$ cat src/rtl/ntt_butterfly_sched.sv
// Sequencer for the shared butterfly/pointwise compute unit. Drives forward NTT,
// inverse NTT and pointwise passes, plus write-back timed to the unit's pipeline.
module ntt_butterfly_sched #(
   parameter int LOG_N    = 9,
   parameter int PIPE_LAT = 14,
   parameter int FWD_DLY  = 12
) (
   input  logic             clk,
   input  logic             resetn,
   input  logic             start,
   input  logic [1:0]       op,
   output logic             busy,
   output logic             done,
   output logic             rd_en,
   output logic [LOG_N-1:0] rd_addr_a,
   output logic [LOG_N-1:0] rd_addr_b,
   output logic [LOG_N-1:0] tw_addr,
   output logic             forward,
   output logic             reg_forward,
   output logic             forward_delayed,
   output logic             point_mul,
   output logic             wr_en_a,
   output logic             wr_en_b,
   output logic [LOG_N-1:0] wr_addr_a,
   output logic [LOG_N-1:0] wr_addr_b
);

   localparam int LW = $clog2(LOG_N + 1);
   localparam int DW = $clog2(PIPE_LAT + 1);

   localparam logic [LOG_N-1:0] ONE        = LOG_N'(1);
   localparam logic [LOG_N-1:0] HALF_N     = ONE << (LOG_N - 1);
   localparam logic [LOG_N-1:0] HALF_LAST  = HALF_N - ONE;
   localparam logic [LOG_N-1:0] FULL_LAST  = '1;
   localparam logic [LW-1:0]    LAST_LAYER = LW'(LOG_N - 1);
   localparam logic [LW-1:0]    LAYER_ONE  = LW'(1);
   localparam logic [DW-1:0]    DRAIN_LAST = DW'(PIPE_LAT - 1);
   localparam logic [DW-1:0]    DRAIN_ONE  = DW'(1);

   localparam logic [1:0] OP_FWD = 2'b00;
   localparam logic [1:0] OP_PW  = 2'b10;
   localparam logic [1:0] OP_RSV = 2'b11;

   typedef enum logic [1:0] {
      IDLE,
      RUN,
      DRAIN,
      DONE
   } state_t;

   state_t           state;
   logic [1:0]       op_q;
   logic [LOG_N-1:0] k;
   logic [LW-1:0]    layer;
   logic [DW-1:0]    drain_cnt;
   logic [LOG_N-1:0] last_k;
   logic [LW-1:0]    last_layer;

   logic [FWD_DLY-1:0]  fwd_pipe;
   logic [PIPE_LAT-1:0] en_pipe;
   logic [PIPE_LAT-1:0] pw_pipe;
   logic [LOG_N-1:0]    a_pipe [PIPE_LAT];
   logic [LOG_N-1:0]    b_pipe [PIPE_LAT];

   assign last_k     = (op_q == OP_PW) ? FULL_LAST : HALF_LAST;
   assign last_layer = (op_q == OP_PW) ? '0 : LAST_LAYER;

   // Returns {rd_addr_a, rd_addr_b, tw_addr} for beat kk of layer lyr. Forward
   // shrinks the half-span from N/2 down to 1, inverse grows it from 1 up to N/2.
   function automatic logic [3*LOG_N-1:0] issue_addr(input logic [1:0]       mode,
                                                     input logic [LOG_N-1:0] kk,
                                                     input logic [LW-1:0]    lyr);
      logic [LW-1:0]    s;
      logic [LOG_N-1:0] m;
      logic [LOG_N-1:0] grp;
      logic [LOG_N-1:0] j;
      logic [LOG_N-1:0] a;
      if (mode == OP_PW) begin
         return {kk, kk, {LOG_N{1'b0}}};
      end
      s   = (mode == OP_FWD) ? (LAST_LAYER - lyr) : lyr;
      m   = ONE << s;
      grp = kk >> s;
      j   = kk & (m - ONE);
      a   = ((grp << s) << 1) | j;
      return {a, a + m, (HALF_N >> s) + grp};
   endfunction

   // Control FSM; every control output is registered alongside the state.
   always_ff @(posedge clk or negedge resetn) begin
      if (!resetn) begin
         state     <= IDLE;
         op_q      <= '0;
         k         <= '0;
         layer     <= '0;
         drain_cnt <= '0;
         busy      <= 1'b0;
         done      <= 1'b0;
         rd_en     <= 1'b0;
         rd_addr_a <= '0;
         rd_addr_b <= '0;
         tw_addr   <= '0;
         forward   <= 1'b0;
         point_mul <= 1'b0;
      end else begin
         case (state)
            IDLE: begin
               if (start && (op != OP_RSV)) begin
                  op_q      <= op;
                  layer     <= '0;
                  k         <= '0;
                  state     <= RUN;
                  busy      <= 1'b1;
                  forward   <= (op == OP_FWD);
                  point_mul <= (op == OP_PW);
                  rd_en     <= 1'b1;
                  {rd_addr_a, rd_addr_b, tw_addr} <= issue_addr(op, '0, '0);
               end
            end
            RUN: begin
               if (k == last_k) begin
                  state     <= DRAIN;
                  drain_cnt <= '0;
                  rd_en     <= 1'b0;
                  rd_addr_a <= '0;
                  rd_addr_b <= '0;
                  tw_addr   <= '0;
               end else begin
                  k <= k + ONE;
                  {rd_addr_a, rd_addr_b, tw_addr} <= issue_addr(op_q, k + ONE, layer);
               end
            end
            DRAIN: begin
               // The last write of this layer lands in the final drain cycle.
               if (drain_cnt == DRAIN_LAST) begin
                  if (layer == last_layer) begin
                     state <= DONE;
                     done  <= 1'b1;
                  end else begin
                     layer <= layer + LAYER_ONE;
                     k     <= '0;
                     state <= RUN;
                     rd_en <= 1'b1;
                     {rd_addr_a, rd_addr_b, tw_addr} <=
                        issue_addr(op_q, '0, layer + LAYER_ONE);
                  end
               end else begin
                  drain_cnt <= drain_cnt + DRAIN_ONE;
               end
            end
            DONE: begin
               state     <= IDLE;
               done      <= 1'b0;
               busy      <= 1'b0;
               forward   <= 1'b0;
               point_mul <= 1'b0;
            end
            default: state <= IDLE;
         endcase
      end
   end

   // Delay lines that realign mode and write-back with the compute pipeline.
   always_ff @(posedge clk or negedge resetn) begin
      if (!resetn) begin
         fwd_pipe <= '0;
         en_pipe  <= '0;
         pw_pipe  <= '0;
         for (int i = 0; i < PIPE_LAT; i++) begin
            a_pipe[i] <= '0;
            b_pipe[i] <= '0;
         end
      end else begin
         fwd_pipe <= {fwd_pipe[FWD_DLY-2:0], forward};
         en_pipe  <= {en_pipe[PIPE_LAT-2:0], rd_en};
         pw_pipe  <= {pw_pipe[PIPE_LAT-2:0], rd_en & point_mul};
         a_pipe[0] <= rd_addr_a;
         b_pipe[0] <= rd_addr_b;
         for (int i = 1; i < PIPE_LAT; i++) begin
            a_pipe[i] <= a_pipe[i-1];
            b_pipe[i] <= b_pipe[i-1];
         end
      end
   end

   assign reg_forward     = fwd_pipe[0];
   assign forward_delayed = fwd_pipe[FWD_DLY-1];
   // Pointwise results appear only on out_b, so port a stays quiet.
   assign wr_en_a   = en_pipe[PIPE_LAT-1] & ~pw_pipe[PIPE_LAT-1];
   assign wr_en_b   = en_pipe[PIPE_LAT-1];
   assign wr_addr_a = a_pipe[PIPE_LAT-1];
   assign wr_addr_b = b_pipe[PIPE_LAT-1];

endmodule

$ cat config.mk
export PLATFORM = sky130hd
export DESIGN_NAME = ntt_butterfly_sched
export DESIGN_NICKNAME = d
export VERILOG_FILES = /design/src/rtl/ntt_butterfly_sched.sv
export SDC_FILE = /design/constraint.sdc
export NUM_CORES = 1
export LEC_CHECK = 0
export CAP_MARGIN = 20
export CORE_ASPECT_RATIO = 0.5
export CORE_MARGIN = 2
export CORE_UTILIZATION = 59
export DETAILED_ROUTE_END_ITERATION = 10
export PLACE_DENSITY = 0.78
export SYNTH_ARGS = -nofsm -noshare
export SYNTH_HDL_FRONTEND = slang
export SYNTH_SLANG_ARGS = --single-unit
export TNS_END_PERCENT = 5
$ cat constraint.sdc
create_clock -name clk -period 6.44 [get_ports clk]
set_input_delay 1.288 -clock clk [delete_from_list [all_inputs] [get_ports clk]]
set_output_delay 1.288 -clock clk [all_outputs]
set_load 0.005 [all_outputs]
==> results of run 1 <==
-- cells by family after synthesis --
family / count (synthesis) / synth area share [%]
flip-flops: 345 / 71.20
other: 1 / 0.03093
AO/OA/AOI/OAI: 195 / 10.86
multiplexers: 4 / 0.4437
buffers and inverters: 72 / 3.065
AND/OR/NAND/NOR: 201 / 8.575
XOR/XNOR: 33 / 2.507
adder cells (fa/ha/maj): 31 / 3.323
-- layout by cell type (no fill, tap or decap), types with 6 or more instances in the layout --
master / n
a21o_1: 9
a21oi_1: 45
a22o_1: 6
buf_4: 6
bufinv_16: 6
clkbuf_16: 28
clkbuf_8: 6
clkdlybuf4s50_1: 57
dfrtp_1: 345
ha_1: 29
inv_1: 27
nand2_1: 61
nand3_1: 13
nand4_1: 7
nor2_1: 56
nor3_1: 9
o211ai_1: 9
o21ai_0: 39
o21ai_1: 16
o21bai_1: 7
o22ai_1: 7
or3_1: 6
xnor2_1: 26
-- power by group through the flow --
stage / clock, uW / combinational [uW] / sequential (uW)
floorplan: 0 / 1390 / 2870
global placement: 0 / 2020 / 2930
detailed placement: 0 / 2040 / 3010
CTS: 2020 / 2140 / 3030
global route: 2130 / 2330 / 3070
finish: 2000 / 2220 / 3030
-- path summary, 6_finish.rpt --
check,start,end,cells after the start
setup / recovery,layer[1],rd_addr_b[8],18
hold / removal,b_pipe[20],b_pipe[11],0
setup reg to reg,layer[1],rd_addr_b[8],18
hold reg to reg,b_pipe[20],b_pipe[11],0
max in group asynchronous,resetn,wr_addr_b[8],2
min in group asynchronous,resetn,layer[1],1
-- through the flow --
step	utilization (%)	area, sq um	cells	worst slack (ps)
floorplan	-	12130	882	1838
global placement	63.07	12850	1175	1615
detailed placement	63.13	12860	1176	1224
CTS	68.35	13920	1228	773.7
global route	68.35	13920	1228	340.2
finish	68.35	13920	1228	628.4
-- state kept, by name, summed over array words and instances (netlist names), 2 cells and up --
register	flops
a_pipe	117
b_pipe	117
en_pipe	14
pw_pipe	14
fwd_pipe	12
k	9
rd_addr_a	9
rd_addr_b	9
tw_addr	9
wr_addr_a	9
wr_addr_b	9
drain_cnt	4
layer	4
op_q	2
state	2
-- worst max-delay path, delay by kind of cell (launching register included) --
kind,cells,cell delay [ps]
compound gates,9,2860
fa+ha+maj,2,880
simple gates,3,740
flops,1,620
buf+inv,2,290
xor+xnor,2,240
-- metal layers --
layer	routed length [um]	global-route usage (%)	vias to the layer above
li1	-	-	3116
met1	12860	43.82	3856
met2	14850	47.32	520
met3	3654	10.64	136
met4	1476	11.04	2
met5	91	3.333	-
-- layout make-up --
cell class,instances,area share [%]
timing repair buffer,66,4.754
clock inverter,17,1.986
multi-input combinational,465,22.41
sequential,345,62.01
tap,273,2.453
clock buffer,35,5.653
inverter,27,0.7280
==> load_flow_metrics.sql, run 1 <==
INSERT INTO impl_metrics (metric_group, metric, value, unit) VALUES
('yosys', 'synth-seq-area-share', '71.20', '%'),
('yosys', 'synth-main-ff-cell', 'dfrtp_1', ''),
('clock_tree', 'tritoncts_clock_tree', 'done', ''),
('power_and_ir_drop', 'total_design_power', '7255', 'uW'),
('sta', 'grt_setup_unrepaired', 'no', ''),
('clock_tree', 'cts-htree-levels', '1', ''),
('grt', 'grt_antenna_before_repair', '1', ''),
('drt', 'wl_per_cell', '26.82', 'um'),
('clock_tree', 'postCtsSetupRepairBufs', '0', ''),
('power_and_ir_drop', 'share_clk_of_total_power', '27.6', '%'),
('power_and_ir_drop', 'p_per_area', '521.1', 'nW/um^2'),
('worst_setup_path', 'criticalPathCategory', 'flip-flop to flip-flop', ''),
('floorplanning', 'die_w', '206.7', 'um'),
('yosys', 'yosys_synthesis_warning_count', '0', ''),
('worst_setup_path', 'critical_path.slowest_cell', 'dfrtp_1', ''),
('finish', 'num-fill-cells', '1272', ''),
('sta', 'setup_viol_count_final', '0', ''),
('sta', 'relSlewSlack', '34.40', '%'),
('sta', 'tightestPinTransition', '976.9', 'ps'),
('place', 'dp.final_hpwl', '18570', 'um'),
('grt', 'grt-ovfl-total', '0', ''),
('power_and_ir_drop', 'power.internal', '4581', 'uW'),
('sta', 'holdWs', '333.7', 'ps'),
('yosys', 'post-synth-top-area-fraction', '71.20', '%'),
('power_and_ir_drop', 'ir_drop', '0.2351', 'mV'),
('power_and_ir_drop', 'switching_share', '36.86', '%'),
('drt', 'drt-vias-per-instance', '6.213', ''),
('yosys', 'synth_most_common_cell', 'dfrtp_1', ''),
('clock_tree', 'cts_resized', '0', ''),
('yosys', 'mappedNetlistArea', '12130', 'sq um'),
('run', 'cap_violations', '0', ''),
('power_and_ir_drop', 'power.leakage', '0.006634', 'uW'),
('sta', 'timing.final.hold_violations', '0', ''),
('place', 'gp_congestion', '0.9268', ''),
('finish', 'final_layout_size_suffix_gt1_share', '9.948', '%'),
('worst_setup_path', 'worst_path_largest_cell_delay', '620', 'ps'),
('yosys', 'number_of_enable_type_register_cells_in_the_synthesized_netlist', '0', ''),
('power_and_ir_drop', 'comb_power_share', '30.6', '%'),
('sta', 'totalNegativeSetupSlack', '0', 'ps'),
('yosys', 'number_of_instances_in_the_synthesized_netlist', '882', ''),
('floorplanning', 'die_area', '21780', 'sq um'),
('clock_tree', 'clk_slew_on_worst_s_h_paths', '100', 'ps'),
('finish', 'regArea', '8633', 'sq um'),
('drt', 'via_count', '7630', ''),
('floorplanning', 'top_level_ports', '59', ''),
('clock_tree', 'cts_bufs_inserted', '28', ''),
('drt', 'post-route-drc-count', '0', ''),
('sta', 'final_max_slew_viol_count', '0', ''),
('grt', 'grt_first_pass_wirelength', '50250', 'um'),
('worst_setup_path', 'reg2reg_setup_slack', '630', 'ps'),
('worst_setup_path', 'worst_setup_path_start_kind', 'flip-flop', ''),
('worst_setup_path', 'setup.worst_path.end_class', 'flip-flop', ''),
('grt', 'tot_gr_track_use', '31.72', '%'),
('finish', 'insertedDiodeCount', '0', ''),
('status', 'run_status', 'finished, final reports clean', ''),
('grt', 'grt_max_degree', '171', ''),
('drt', 'drt.antenna.violating_nets', '0', ''),
('drt', 'totalWireLength', '32930', 'um'),
('finish', 'footprint_of_the_multi_input_gates', '3120', 'sq um'),
('finish', 'nNetsFinal', '969', ''),
('clock_tree', 'ctsHoldBuffers', '0', ''),
('clock_tree', 'clock-sinks', '345', ''),
('yosys', 'fraction_of_registers_with_async_set_or_reset_after_synthesis', '100.0', '%'),
('yosys', 'synthDominantAreaCellType', 'dfrtp_1', ''),
('yosys', 'yosys-top-cells-count', '345 x dfrtp_1, 61 x nand2_1, 56 x nor2_1', ''),
('clock_tree', 'clkLatencyLatePin', '580', 'ps'),
('sta', 'timing.clock.skew', '21.50', 'ps'),
('yosys', 'synthDistinctLibCells', '94', ''),
('place', 'port_buffers', '58', ''),
('yosys', 'mappedNetlistNets', '918', ''),
('worst_setup_path', 'crit_path_max_fanout', '14', '');
Power figures use the tool's default switching activity.
==> run 2: changes to the inputs <==
- RECOVER_POWER: default -> 25
==> results of run 2 <==
The final DEF is identical to that of run 1; final timing and power are the same.
==> run 3: changes to the inputs <==
- PLACE_DENSITY: 0.78 -> 0.74
==> load_flow_metrics.sql, run 3 (synthesized netlist as in run 1, its figures left out) <==
INSERT INTO impl_metrics (metric_group, metric, value, unit) VALUES
('status', 'run_status', 'finished, final reports clean', ''),
('worst_hold_path', 'hold_class', 'flip-flop to flip-flop', ''),
('sta', 'final_max_slew_viol_count', '0', ''),
('sta', 'finalCritPeriodShare', '84.84', '%'),
('drt', 'drt-vias-per-instance', '6.200', ''),
('sta', 'grt_setup_unrepaired', 'no', ''),
('grt', 'vias_in_the_first_global_route', '7794', ''),
('drt', 'via_count', '7601', ''),
('clock_tree', 'cts_resized', '0', ''),
('sta', 'timing.clock.skew', '22.24', 'ps'),
('floorplanning', 'die_outline_height', '105.4', 'um'),
('drt', 'first_iter_violations', '849', ''),
('grt', 'grt-ovfl-total', '0', ''),
('clock_tree', 'clock_path_buffers', '3', ''),
('sta', 'totalNegativeSetupSlack', '0', 'ps'),
('finish', 'area_growth', '13.30', '%'),
('finish', 'layout_commonest_cell', 'dfrtp_1', ''),
('place', 'place_inst', '1175', ''),
('run', 'cap_violations', '0', ''),
('grt', 'grt_antenna_before_repair', '2', ''),
('drt', 'drt.antenna.violating_nets', '0', ''),
('power_and_ir_drop', 'p_per_area', '504.1', 'nW/um^2'),
('floorplanning', 'initial_core_util', '59.53', '%'),
('sta', 'tightestPinTransition', '1136', 'ps'),
('clock_tree', 'cts_bufs_inserted', '27', ''),
('place', 'port_buffers', '58', ''),
('drt', 'wl_per_cell', '26.03', 'um'),
('sta', 'fmax', '183.0', 'MHz'),
('finish', 'nNetsFinal', '967', ''),
('worst_setup_path', 'worstPathArrival', '5860', 'ps'),
('sta', 'timing.final.hold_violations', '0', ''),
('finish', 'finish.instance_area', '13740', 'sq um'),
('power_and_ir_drop', 'power.leakage', '0.006534', 'uW'),
('worst_setup_path', 'worst_setup_path_start_kind', 'flip-flop', ''),
('clock_tree', 'tritoncts_clock_tree', 'done', ''),
('floorplanning', 'std_cell_rows', '37', ''),
('worst_setup_path', 'setup.worst_path.end_class', 'flip-flop', ''),
('floorplanning', 'core-area', '20370', 'sq um'),
('clock_tree', 'ctsHoldBuffers', '0', ''),
('power_and_ir_drop', 'ir_drop', '0.3172', 'mV'),
('finish', 'biggestRegsByFlops', 'a_pipe x117, b_pipe x117', ''),
('floorplanning', 'top_level_ports', '59', ''),
('worst_setup_path', 'crit_path_max_fanout', '14', ''),
('clock_tree', 'ctsRootBufferMaster', 'clkbuf_16', ''),
('finish', 'layout_common_cells', '345 x dfrtp_1, 61 x nand2_1, 57 x clkdlybuf4s50_1', ''),
('clock_tree', 'clk_slew_on_worst_s_h_paths', '90', 'ps'),
('floorplanning', 'die_w', '206.7', 'um'),
('drt', 'total_iterations_of_the_first_detailed_routing_run', '5', ''),
('place', 'detailed_place.area', '12850', 'sq um'),
('sta', 'relSlewSlack', '23.71', '%'),
('finish', 'final_layout_size_suffix_gt1_share', '8.842', '%'),
('clock_tree', 'clkLatencyLatePin', '570', 'ps'),
('clock_tree', 'clock-sinks', '345', ''),
('drt', 'totalWireLength', '31910', 'um'),
('finish', 'num-fill-cells', '1310', ''),
('place', 'dp.final_hpwl', '18640', 'um'),
('grt', 'grt_first_pass_wirelength', '49600', 'um'),
('finish', 'final_cell_count_no_fill', '1226', ''),
('worst_setup_path', 'worst_ep_required_time', '6840', 'ps'),
('place', 'gp_congestion', '0.9111', ''),
('drt', 'post-route-drc-count', '0', ''),
('grt', 'tot_gr_track_use', '31.26', '%'),
('sta', 'setup_viol_count_final', '0', ''),
('clock_tree', 'postCtsSetupRepairBufs', '0', ''),
('floorplanning', 'die_area', '21780', 'sq um'),
('clock_tree', 'cts-htree-levels', '1', ''),
('sta', 'layout_min_cycle_time', '5464', 'ps'),
('power_and_ir_drop', 'total_design_power', '6925', 'uW'),
('grt', 'grt_max_degree', '171', ''),
('worst_setup_path', 'criticalPathCategory', 'flip-flop to flip-flop', '');
-- run 3: cell types whose count changed in the layout (fill, tap and decap cells not counted), moves of 2 or more --
cell,before,now
clkbuf_1,1,7
inv_6,3,0
clkbuf_8,6,4
bufinv_16,6,2
clkinv_2,5,3
diode_2,0,3
-- run 3: layout make-up --
| type | count | area, sq um | area share (%) |
|---|---|---|---|
| Antenna cell | 3 | 7.507 | 0.05464 |
| Clock buffer | 38 | 757.0 | 5.510 |
| Clock inverter | 10 | 126.4 | 0.9199 |
| Inverter | 27 | 101.3 | 0.7377 |
| Multi-Input combinational cell | 465 | 3120 | 22.71 |
| Sequential cell | 345 | 8633 | 62.84 |
| Tap cell | 273 | 341.6 | 2.486 |
| Timing Repair Buffer | 65 | 650.6 | 4.736 |
-- run 3: worst max-delay path, stage by stage (launching register included) --
cell and delay, ps:
dfrtp_1 620, inv_1 160, ha_1 420, nor3b_2 330
nor2_4 160, o311ai_2 480, o21ai_0 160, o2bb2ai_1 170
a2bb2oi_1 330, inv_1 170, fa_1 500, a21o_1 210
a21oi_1 280, o21bai_1 160, a2111oi_0 380, or3_1 210
xnor2_1 160, xnor2_1 200, o221ai_1 200
-- run 3: metrics by stage --
step,util [%],setup slack (ps),hold WS [ps]
CTS,67.41,1152,340.0
floorplan,-,1838,331.2
global placement,63.07,1653,331.1
detailed placement,63.07,1362,334.7
finish,67.44,976.3,340.2
global route,67.42,651.9,348.6
-- run 3: path summary, 6_finish.rpt --
path	end	from	cells after the start	slack [ps]
min in group asynchronous	a_pipe[54]	resetn	1	790
max reg2reg	rd_addr_b[8]	layer[1]	18	980
min reg2reg	b_pipe[36]	b_pipe[45]	0	340
max	rd_addr_b[8]	layer[1]	18	980
min	b_pipe[36]	b_pipe[45]	0	340
max in group asynchronous	b_pipe[94]	resetn	2	4190
-- run 3: layer usage --
metal / global-route usage (%) / wire length [um] / share of wire, %
met3: 9.709 / 3171 / 9.9
met2: 44.91 / 14140 / 44
met5: 0 / 0 / 0
met1: 45.14 / 13110 / 41
met4: 12.06 / 1491 / 4.7
-- run 3: power breakdown --
| group | total [uW] | internal, uW | switching [uW] | leakage, uW |
|---|---|---|---|---|
| registers | 3020 | 2690 | 334 | 0.00463 |
| logic | 2160 | 759 | 1400 | 0.00148 |
| clock network | 1740 | 911 | 831 | 0.000424 |
| total | 6930 | 4360 | 2570 | 0.00653 |
